<file path="src/rtl/cpu_pkg.sv">
// Shared CPU definitions: M-bundle bit positions, memory FSM states and the opcode set.
// The opcode set is also used by the decode stage.
package cpu_pkg;

  localparam int M_SPTOPC   = 2;
  localparam int M_MEMWRITE = 1;
  localparam int M_MEMREAD  = 0;

  typedef enum logic {
    IDLE,
    ACCESS
  } mem_state_t;

  typedef enum logic [3:0] {
    OP_NOP  = 4'h0,
    OP_ADD  = 4'h1,
    OP_SUB  = 4'h2,
    OP_AND  = 4'h3,
    OP_OR   = 4'h4,
    OP_ADDI = 4'h5,
    OP_LW   = 4'h8,
    OP_SW   = 4'h9,
    OP_CALL = 4'hC,
    OP_RET  = 4'hD
  } opcode_e;

  // Instruction fields held for the duration of a memory access.
  typedef struct packed {
    logic [3:0] rd;
    logic       sp_to_pc;
    logic       mem_write;
    logic       mem_to_reg;
    logic       reg_write;
  } mem_ctrl_t;

  function automatic logic is_mem_op(input logic [2:0] m);
    return m[M_MEMREAD] | m[M_MEMWRITE];
  endfunction

endpackage

</file>
<file path="src/rtl/mem_wb_slice_if.sv">
// Data-memory request/acknowledge handshake between the MEM stage and data memory.
interface mem_wb_slice_if #(
  parameter int ADDR_W = 16
);
  logic              req;
  logic              we;
  logic [ADDR_W-1:0] addr;
  logic [ADDR_W-1:0] wdata;
  logic              ack;
  logic [ADDR_W-1:0] rdata;

  modport master (output req, we, addr, wdata, input ack, rdata);
  modport slave  (input req, we, addr, wdata, output ack, rdata);
endinterface

</file>
<file path="src/rtl/mem_wb_slice_mem_wb_reg.sv">
// MEM/WB output register: write-back and PC-redirect strobes are single-cycle pulses,
// while data, destination and target hold their last retired values.
module mem_wb_reg #(
  parameter int W = 16
) (
  input  logic         clk,
  input  logic         rst,
  input  logic         retire,
  input  logic [W-1:0] data,
  input  logic [3:0]   dst,
  input  logic         reg_write,
  input  logic         redirect,
  input  logic [W-1:0] target,
  output logic [W-1:0] wb_write_data,
  output logic         wb_RegWrite,
  output logic [3:0]   wb_dst,
  output logic         pc_redirect,
  output logic [W-1:0] pc_target
);

  // NOTE: sequential state uses non-blocking assignments so every register samples pre-edge values.
  always_ff @(posedge clk) begin
    if (rst) begin
      wb_write_data <= '0;
      wb_RegWrite   <= 1'b0;
      wb_dst        <= '0;
      pc_redirect   <= 1'b0;
      pc_target     <= '0;
    end else begin
      wb_RegWrite <= retire & reg_write;
      pc_redirect <= retire & redirect;
      if (retire) begin
        wb_write_data <= data;
        wb_dst        <= dst;
      end
      if (retire && redirect) pc_target <= target;
    end
  end

endmodule

</file>
<file path="src/rtl/mem_wb_slice.sv">
// Memory-access and write-back end of the pipeline: runs the data-memory handshake,
// stalls upstream while busy, retires results to the register file and redirects on RET.
module mem_wb_slice
  import cpu_pkg::*;
#(
  parameter int TIMEOUT = 64,
  parameter int ADDR_W  = 16
) (
  input  logic              clk,
  input  logic              rst,
  input  logic              ex_valid,
  input  logic [ADDR_W-1:0] ex_alu_result,
  input  logic [ADDR_W-1:0] ex_store_data,
  input  logic [ADDR_W-1:0] ex_pc_inc,
  input  logic [3:0]        ex_rd,
  input  logic [2:0]        ex_M,
  input  logic              ex_PCToMem,
  input  logic              ex_MemToReg,
  input  logic              ex_RegWrite,
  output logic              stall_out,
  mem_wb_slice_if.master    dmem,
  output logic [ADDR_W-1:0] wb_write_data,
  output logic              wb_RegWrite,
  output logic [3:0]        wb_dst,
  output logic              pc_redirect,
  output logic [ADDR_W-1:0] pc_target,
  output logic              mem_err
);

  localparam int CNT_W = $clog2(TIMEOUT + 1);

  mem_state_t        state_q, state_d;
  logic [CNT_W-1:0]  cnt_q;
  mem_ctrl_t         ctrl_q;
  logic [ADDR_W-1:0] addr_q, wdata_q;

  logic issue, timeout;
  logic              retire, rt_reg_write, rt_redirect;
  logic [ADDR_W-1:0] rt_data, rt_target;
  logic [3:0]        rt_dst;

  assign issue   = (state_q == IDLE) && ex_valid && is_mem_op(ex_M);
  assign timeout = (state_q == ACCESS) && !dmem.ack && (cnt_q == CNT_W'(TIMEOUT - 1));

  always_ff @(posedge clk) begin
    if (rst) begin
      state_q <= IDLE;
      cnt_q   <= '0;
      ctrl_q  <= '0;
      addr_q  <= '0;
      wdata_q <= '0;
      mem_err <= 1'b0;
    end else begin
      state_q <= state_d;
      cnt_q   <= (state_q == ACCESS) ? cnt_q + 1'b1 : '0;
      if (issue) begin
        ctrl_q  <= '{rd: ex_rd, sp_to_pc: ex_M[M_SPTOPC], mem_write: ex_M[M_MEMWRITE],
                     mem_to_reg: ex_MemToReg, reg_write: ex_RegWrite};
        addr_q  <= ex_alu_result;
        wdata_q <= ex_PCToMem ? ex_pc_inc : ex_store_data;
      end
      if (timeout) mem_err <= 1'b1;
    end
  end

  always_comb begin
    state_d = state_q;
    case (state_q)
      IDLE:    if (issue) state_d = ACCESS;
      ACCESS:  if (dmem.ack || timeout) state_d = IDLE;
      default: state_d = IDLE;
    endcase
  end

  // NOTE: every combinational output gets a default first so no path can infer a latch.
  always_comb begin
    stall_out    = (state_q == ACCESS) && !dmem.ack;
    dmem.req     = (state_q == ACCESS);
    dmem.we      = (state_q == ACCESS) && ctrl_q.mem_write;
    dmem.addr    = addr_q;
    dmem.wdata   = wdata_q;
    retire       = 1'b0;
    rt_data      = ex_alu_result;
    rt_dst       = ex_rd;
    rt_reg_write = ex_RegWrite;
    rt_redirect  = 1'b0;
    rt_target    = dmem.rdata;
    if (state_q == IDLE) begin
      retire = ex_valid && !is_mem_op(ex_M);
    end else if (dmem.ack) begin
      // A simultaneous read+write is a write, so its read data never reaches the register file.
      retire       = 1'b1;
      rt_data      = (ctrl_q.mem_to_reg && !ctrl_q.mem_write) ? dmem.rdata : addr_q;
      rt_dst       = ctrl_q.rd;
      rt_reg_write = ctrl_q.reg_write;
      rt_redirect  = ctrl_q.sp_to_pc;
    end
  end

  mem_wb_reg #(.W(ADDR_W)) u_mem_wb_reg (
    .clk           (clk),
    .rst           (rst),
    .retire        (retire),
    .data          (rt_data),
    .dst           (rt_dst),
    .reg_write     (rt_reg_write),
    .redirect      (rt_redirect),
    .target        (rt_target),
    .wb_write_data (wb_write_data),
    .wb_RegWrite   (wb_RegWrite),
    .wb_dst        (wb_dst),
    .pc_redirect   (pc_redirect),
    .pc_target     (pc_target)
  );

endmodule
</file>
<file path="src/flat_wrapper.sv">
// flat-port wrapper written by rule: the top's interface ports become plain ports
module mem_wb_slice_flat import cpu_pkg::*;
#(
  parameter int TIMEOUT = 64,
  parameter int ADDR_W  = 16
)
  (clk, rst, ex_valid, ex_alu_result, ex_store_data, ex_pc_inc, ex_rd, ex_M, ex_PCToMem, ex_MemToReg, ex_RegWrite, stall_out, wb_write_data, wb_RegWrite, wb_dst, pc_redirect, pc_target, mem_err, dmem_req, dmem_we, dmem_addr, dmem_wdata, dmem_ack, dmem_rdata);
  mem_wb_slice_if #(.ADDR_W(ADDR_W)) dmem_i ();
  input  logic clk;
  input  logic rst;
  input  logic ex_valid;
  input  logic [ADDR_W-1:0] ex_alu_result;
  input  logic [ADDR_W-1:0] ex_store_data;
  input  logic [ADDR_W-1:0] ex_pc_inc;
  input  logic [3:0] ex_rd;
  input  logic [2:0] ex_M;
  input  logic ex_PCToMem;
  input  logic ex_MemToReg;
  input  logic ex_RegWrite;
  output logic stall_out;
  output logic [ADDR_W-1:0] wb_write_data;
  output logic wb_RegWrite;
  output logic [3:0] wb_dst;
  output logic pc_redirect;
  output logic [ADDR_W-1:0] pc_target;
  output logic mem_err;
  output wire logic [$bits(dmem_i.req)-1:0] dmem_req;
  output wire logic [$bits(dmem_i.we)-1:0] dmem_we;
  output wire logic [$bits(dmem_i.addr)-1:0] dmem_addr;
  output wire logic [$bits(dmem_i.wdata)-1:0] dmem_wdata;
  input wire logic [$bits(dmem_i.ack)-1:0] dmem_ack;
  input wire logic [$bits(dmem_i.rdata)-1:0] dmem_rdata;
  assign dmem_req = dmem_i.req;
  assign dmem_we = dmem_i.we;
  assign dmem_addr = dmem_i.addr;
  assign dmem_wdata = dmem_i.wdata;
  assign dmem_i.ack = dmem_ack;
  assign dmem_i.rdata = dmem_rdata;
  mem_wb_slice #(.TIMEOUT(TIMEOUT), .ADDR_W(ADDR_W)) u_core (.clk(clk), .rst(rst), .ex_valid(ex_valid), .ex_alu_result(ex_alu_result), .ex_store_data(ex_store_data), .ex_pc_inc(ex_pc_inc), .ex_rd(ex_rd), .ex_M(ex_M), .ex_PCToMem(ex_PCToMem), .ex_MemToReg(ex_MemToReg), .ex_RegWrite(ex_RegWrite), .stall_out(stall_out), .dmem(dmem_i), .wb_write_data(wb_write_data), .wb_RegWrite(wb_RegWrite), .wb_dst(wb_dst), .pc_redirect(pc_redirect), .pc_target(pc_target), .mem_err(mem_err));
endmodule
</file>
<file path="config.mk">
export PLATFORM = sky130hd
export DESIGN_NAME = mem_wb_slice_flat
export DESIGN_NICKNAME = d
export VERILOG_FILES = /design/src/rtl/cpu_pkg.sv /design/src/rtl/mem_wb_slice_if.sv /design/src/rtl/mem_wb_slice_mem_wb_reg.sv /design/src/rtl/mem_wb_slice.sv /design/src/flat_wrapper.sv
export SDC_FILE = /design/constraint.sdc
export NUM_CORES = 1
export LEC_CHECK = 0
export ABC_CLOCK_PERIOD_IN_PS = 3200
export CORE_ASPECT_RATIO = 0.8
export CORE_MARGIN = 2
export CORE_UTILIZATION = 30
export DETAILED_ROUTE_END_ITERATION = 12
export PLACE_DENSITY_LB_ADDON = 0.3
export SLEW_MARGIN = 20
export SYNTH_ARGS = -nofsm -noshare
export SYNTH_HDL_FRONTEND = slang
export SYNTH_SLANG_ARGS = --single-unit
</file>
<file path="constraint.sdc">
create_clock -name clk -period 3.2 [get_ports clk]
set_clock_uncertainty 0.15 [all_clocks]
set_input_delay 0.48 -clock clk [delete_from_list [all_inputs] [get_ports clk]]
set_output_delay 0.48 -clock clk [all_outputs]
set_load 0.03 [all_outputs]
</file>
## Word level (Yosys, flattened, before mapping)

Index checks and enable logic that the tools add are counted.

- Register bits after elaboration: 87
- Input bits: 78
- Word-level logic and storage cells: 49

- $add $sub $neg: 1
- Equality and inequality tests: 1
- Multiplexer cells: 15
- Bitwise logic cells: 4
- Reduce and logical (&&, ||, !) cells: 13

Operators by type and width:

| cell | count |
|---|---|
| two-way mux 16 bit | 4 |
| logical AND 1 bit | 8 |
| two-way mux 1 bit | 8 |
| two-way mux 4 bit | 2 |
| adder 7 x 1 -> 7 bit (second input constant) | 1 |
| == test 7 x 6 -> 1 bit (second input constant) | 1 |
| logical NOT 1 bit | 3 |
| bitwise AND 1 bit | 2 |
| case mux 1 bit (2 select lines) | 1 |
| OR reduction 2 bit | 1 |
| logical OR 1 bit | 1 |
| inverter 1 bit | 1 |
| OR 1 bit | 1 |

## Logic depth before layout (Yosys ltp)

- Depth after elaboration: 6
- Mapped depth: 5
- Mapped depth without buffers: 4

## Cells and area by module

Synthesis repeated with hierarchy kept, for this count alone.

- Cell total of the unflattened synthesis: 430
- Area, all modules: 4003.8 um2

Modules (own cells, without submodules):

| module | times used | cells each | area each (um2) | sequential area each (um2) |
|---|---|---|---|---|
| mem_wb_slice | 1 | 288 | 2464.9 | 980.9 |
| mem_wb_reg | 1 | 142 | 1539.0 | 760.7 |

## Worst setup path before layout

No wires, ideal clock.

- Path type: flip-flop to output port
- Start point: register u_core.state_q, in the netlist u_core.dmem.req
- End point: output port stall_out
- Data arrival time: 1203 ps
- Setup slack: 1367 ps
- Cell stages (with the launch flop): 3
- Path buffers: 1
- Path through: dfxtp_1 > buf_6 > nor2b_1

- Longest elaborated chain between the ends: 1

RTL lines:

| what | RTL line | text |
|---|---|---|
| start: declaration | mem_wb_slice.sv:32 | `mem_state_t state_q, state_d;` |
| start signal: assignment | mem_wb_slice.sv:54 | `state_q <= state_d;` |
| logical AND 1 bit | mem_wb_slice.sv:77 | `stall_out = (state_q == ACCESS) && !dmem.ack;` |
| end: declaration | flat_wrapper.sv:20 | `output logic stall_out;` |

No other way between the ends.

## Final worst setup path

Same ends and word-level chain as after synthesis.

==> tab_implementation.tex <==
\begin{tabular}{lr}
\hline
Metric & Value \\
\hline
\multicolumn{2}{l}{\textbf{Outcome}} \\
Result of the run & finished clean \\
\multicolumn{2}{l}{\textbf{Die}} \\
Row Count & 36 \\
DIE HEIGHT & 103 um \\
Core Area & 0.0121 mm2 \\
I/O pin total & 152 \\
Die footprint & 0.0133 mm2 \\
Horizontal die dimension & 128 um \\
Effective utilization at floorplan & 30.6\% \\
\multicolumn{2}{l}{\textbf{Logic synthesis}} \\
Area of the mapped netlist & 0.00370 mm2 \\
Commonest cells in the netlist & 87 x dfxtp\_1, 70 x nand2\_1, 58 x a21oi\_1 \\
Number of nets in the synthesized netlist & 511 \\
Number of register bits inferred by synthesis & 87 \\
Most common flop cell mapped by yosys & dfxtp\_1 \\
Synth area leader & dfxtp\_1 \\
Proportion of synthesized chip area in sequential cells & 47.0\% \\
Library cell with the highest instance count after synthesis & dfxtp\_1 \\
Cell types with the largest area share after synthesis & dfxtp\_1 47\%, a21oi\_1 7.8\%, nand2\_1 7.1\% \\
Number of enable-type register cells in the synthesized netlist & 0 \\
Yosys top cell area share & 47.0\% \\
Total of warnings raised by yosys & 0 \\
Number of distinct library cells after synthesis & 31 \\
Cell count after synthesis & 432 \\
Post-Syn Area per Cell & 8.57 um2 \\
Ys async rst share & 0\% \\
\multicolumn{2}{l}{\textbf{CTS}} \\
Latest clock arrival within the worst-skew pair & 0.33 ns \\
TritonCTS buffer count & 9 \\
Clock sink total & 87 \\
Number of buffers inserted to repair setup after CTS & 0 \\
Hold\_buf cts & 0 \\
Clock-pin transition on the worst setup and hold timing paths & 0.06 ns \\
H-tree depth reported by CTS & 3 \\
Number of gates resized after CTS & 0 \\
CTS tree & built \\
Root Buffer & clkbuf\_16 \\
Maximum root-to-sink buffer count & 2 \\
\multicolumn{2}{l}{\textbf{Route}} \\
DRC marker count from the first detailed-route iteration & 250 \\
Detailed-route DRC error count & 0 \\
Wire length per cell & 16.9 um \\
Number of iterations in the first detailed-routing pass & 6 \\
Total via count in the routed design & 3,764 \\
Number of routed nets with antenna violations & 0 \\
Routed via count divided by cell count & 5.23 \\
Total Routed Length & 12.2 mm \\
\multicolumn{2}{l}{\textbf{STA}} \\
Unrepaired setup endpoints after global routing & false \\
Slew headroom & 42.4\% \\
\# setup viols final & 0 \\
Period utilization & 80.7\% \\
Final slew viol count & 0 \\
Peak Freq & 0.387 GHz \\
Minimum period implied by the final worst setup slack & 2.58 ns \\
Setup TNS & 0 ns \\
Final number of hold-violating endpoints & 0 \\
Pin slew with the least headroom to its limit & 0.864 ns \\
\multicolumn{2}{l}{\textbf{Critical path}} \\
Endpoint class of the critical path & primary output \\
Highest fanout seen on the critical path & 13 \\
Kind of critical path & reg -> out \\
Arrival time at the worst endpoint & 1.95 ns \\
Worst path required time & 2.57 ns \\
Category of the worst setup path launch point & flop \\
\multicolumn{2}{l}{\textbf{Place}} \\
Weighted congestion at the end of routability-driven global placement & 0.770 \\
HPWL reported at the end of detailed placement & 8.58 mm \\
Placed Instance Area & 0.00530 mm2 \\
Count of port buffers added during placement & 151 \\
\multicolumn{2}{l}{\textbf{Pwr}} \\
Highest ir drop seen on vdd & 0.247 mV \\
Reported leakage power & 2.00 nW \\
Power density normalized to cell area & 492 mW/mm2 \\
Power Total & 2.75 mW \\
\multicolumn{2}{l}{\textbf{Global route}} \\
Combined global-route utilization of all metal layers & 18.4\% \\
Antenna violations before repair & 0 \\
Vias in the first global route & 3,662 \\
GR Overflow Total & 0 \\
Global-route wire length before repair & 19.0 mm \\
Maximum number of pins on one net before global-route repair & 40 \\
\multicolumn{2}{l}{\textbf{Layout}} \\
Area added between synthesis and finish & 50.9\% \\
Layout Cell Area excl Fill & 0.00559 mm2 \\
Post-layout net count & 645 \\
Antenna Cells & 0 \\
Fraction of final layout cells sized beyond drive strength 1 & 4.93\% \\
Final Core Density & 46.1\% \\
Filler cell count & 1,164 \\
\multicolumn{2}{l}{\textbf{Flow run}} \\
Max\_cap viols & 0 \\
\multicolumn{2}{l}{\textbf{Hold path}} \\
Hold crit path type & reg -> reg \\
\hline
\end{tabular}
[critical path, cell delays in order, from the launching register on]
cell,delay (ns)
dfxtp_1,0.70
nor2b_1,0.24
clkdlybuf4s50_1,0.69
[layer usage]
metal | GRT usage [%] | vias up | share of wire [%]
met3 | 4.73 | 14 | 7.3
met2 | 30.3 | 149 | 47
met5 | 0 | - | 0
li1 | - | 1816 | -
met4 | 5.92 | 0 | 1.4
met1 | 23.8 | 1785 | 45
[per-stage QoR]
stage	instances	worst slack (ns)	hold WS [ns]
after floorplan	432	1.37	0.268
after global placement	707	0.658	0.280
after detailed placement	707	0.609	0.291
after CTS	720	0.584	0.300
after global routing	720	0.477	0.320
final	720	0.616	0.296
[state kept, by name, summed over array words and instances (netlist names)]
name                               cells
u_core.dmem.addr                      16
u_core.dmem.wdata                     16
u_core.u_mem_wb_reg.pc_target         16
u_core.u_mem_wb_reg.wb_write_data     16
u_core.ctrl_q                          8
u_core.cnt_q                           7
u_core.u_mem_wb_reg.wb_dst             4
u_core.dmem.req                        1
u_core.mem_err                         1
u_core.u_mem_wb_reg.pc_redirect        1
u_core.u_mem_wb_reg.wb_RegWrite        1
[final cells by class]
| class | count | area, um2 | area share, % |
|---|---|---|---|
| multi-input cells | 305 | 1780 | 31.9 |
| flip-flops and latches | 87 | 1740 | 31.2 |
| repair buffers | 161 | 1580 | 28.3 |
| clock buffers | 12 | 256 | 4.59 |
| well taps | 152 | 190 | 3.40 |
| clock inverters | 1 | 30.0 | 0.537 |
| inverters | 2 | 7.51 | 0.134 |
[where the power goes]
part / internal (mW) / leakage, nW / switching [mW]
Sequential: 1.14 / 0.711 / 0.0420
Combinational: 0.244 / 1.15 / 0.290
Clock: 0.635 / 0.141 / 0.398
Total: 2.02 / 2.00 / 0.729
[cell families (layout without fill, tap and decap cells)]
| logic type | Yosys count | in the layout | share of synthesized area (%) |
|---|---|---|---|
| AND/OR/NAND/NOR | 146 | 146 | 19.7 |
| XOR/XNOR | 3 | 3 | 0.710 |
| buffers and inverters | 40 | 176 | 5.10 |
| adder cells (fa/ha/maj) | 1 | 1 | 0.338 |
| AO/OA/AOI/OAI | 139 | 139 | 22.8 |
| multiplexers | 16 | 16 | 4.32 |
| flip-flops | 87 | 87 | 47.0 |
[path summary, 6_finish.rpt]
kind | from | endpoint | slack, ns | depth (start not counted)
max | u_core.dmem.req$_SDFF_PP0_ | stall_out | 0.62 | 2
min | u_core.cnt_q[0]$_SDFF_PP0_ | u_core.cnt_q[0]$_SDFF_PP0_ | 0.30 | 1
max reg2reg | u_core.dmem.req$_SDFF_PP0_ | u_core.u_mem_wb_reg.wb_write_data[0]$_SDFFE_PP0P_ | 1.08 | 3
min reg2reg | u_core.cnt_q[0]$_SDFF_PP0_ | u_core.cnt_q[0]$_SDFF_PP0_ | 0.30 | 1
[cell usage in the layout, fill, tap and decap left out, drive strengths merged, types with 12 or more instances in the layout]
| cell type | n |
|---|---|
| a311oi | 16 |
| mux2i | 16 |
| dfxtp | 87 |
| nor2 | 12 |
| clkbuf | 12 |
| nand2 | 70 |
| and3b | 16 |
| nand3 | 26 |
| o21ai | 30 |
| a211oi | 32 |
| clkdlybuf4s50 | 150 |
| a21oi | 58 |
No activity file was read; power rests on OpenSTA's default activity.
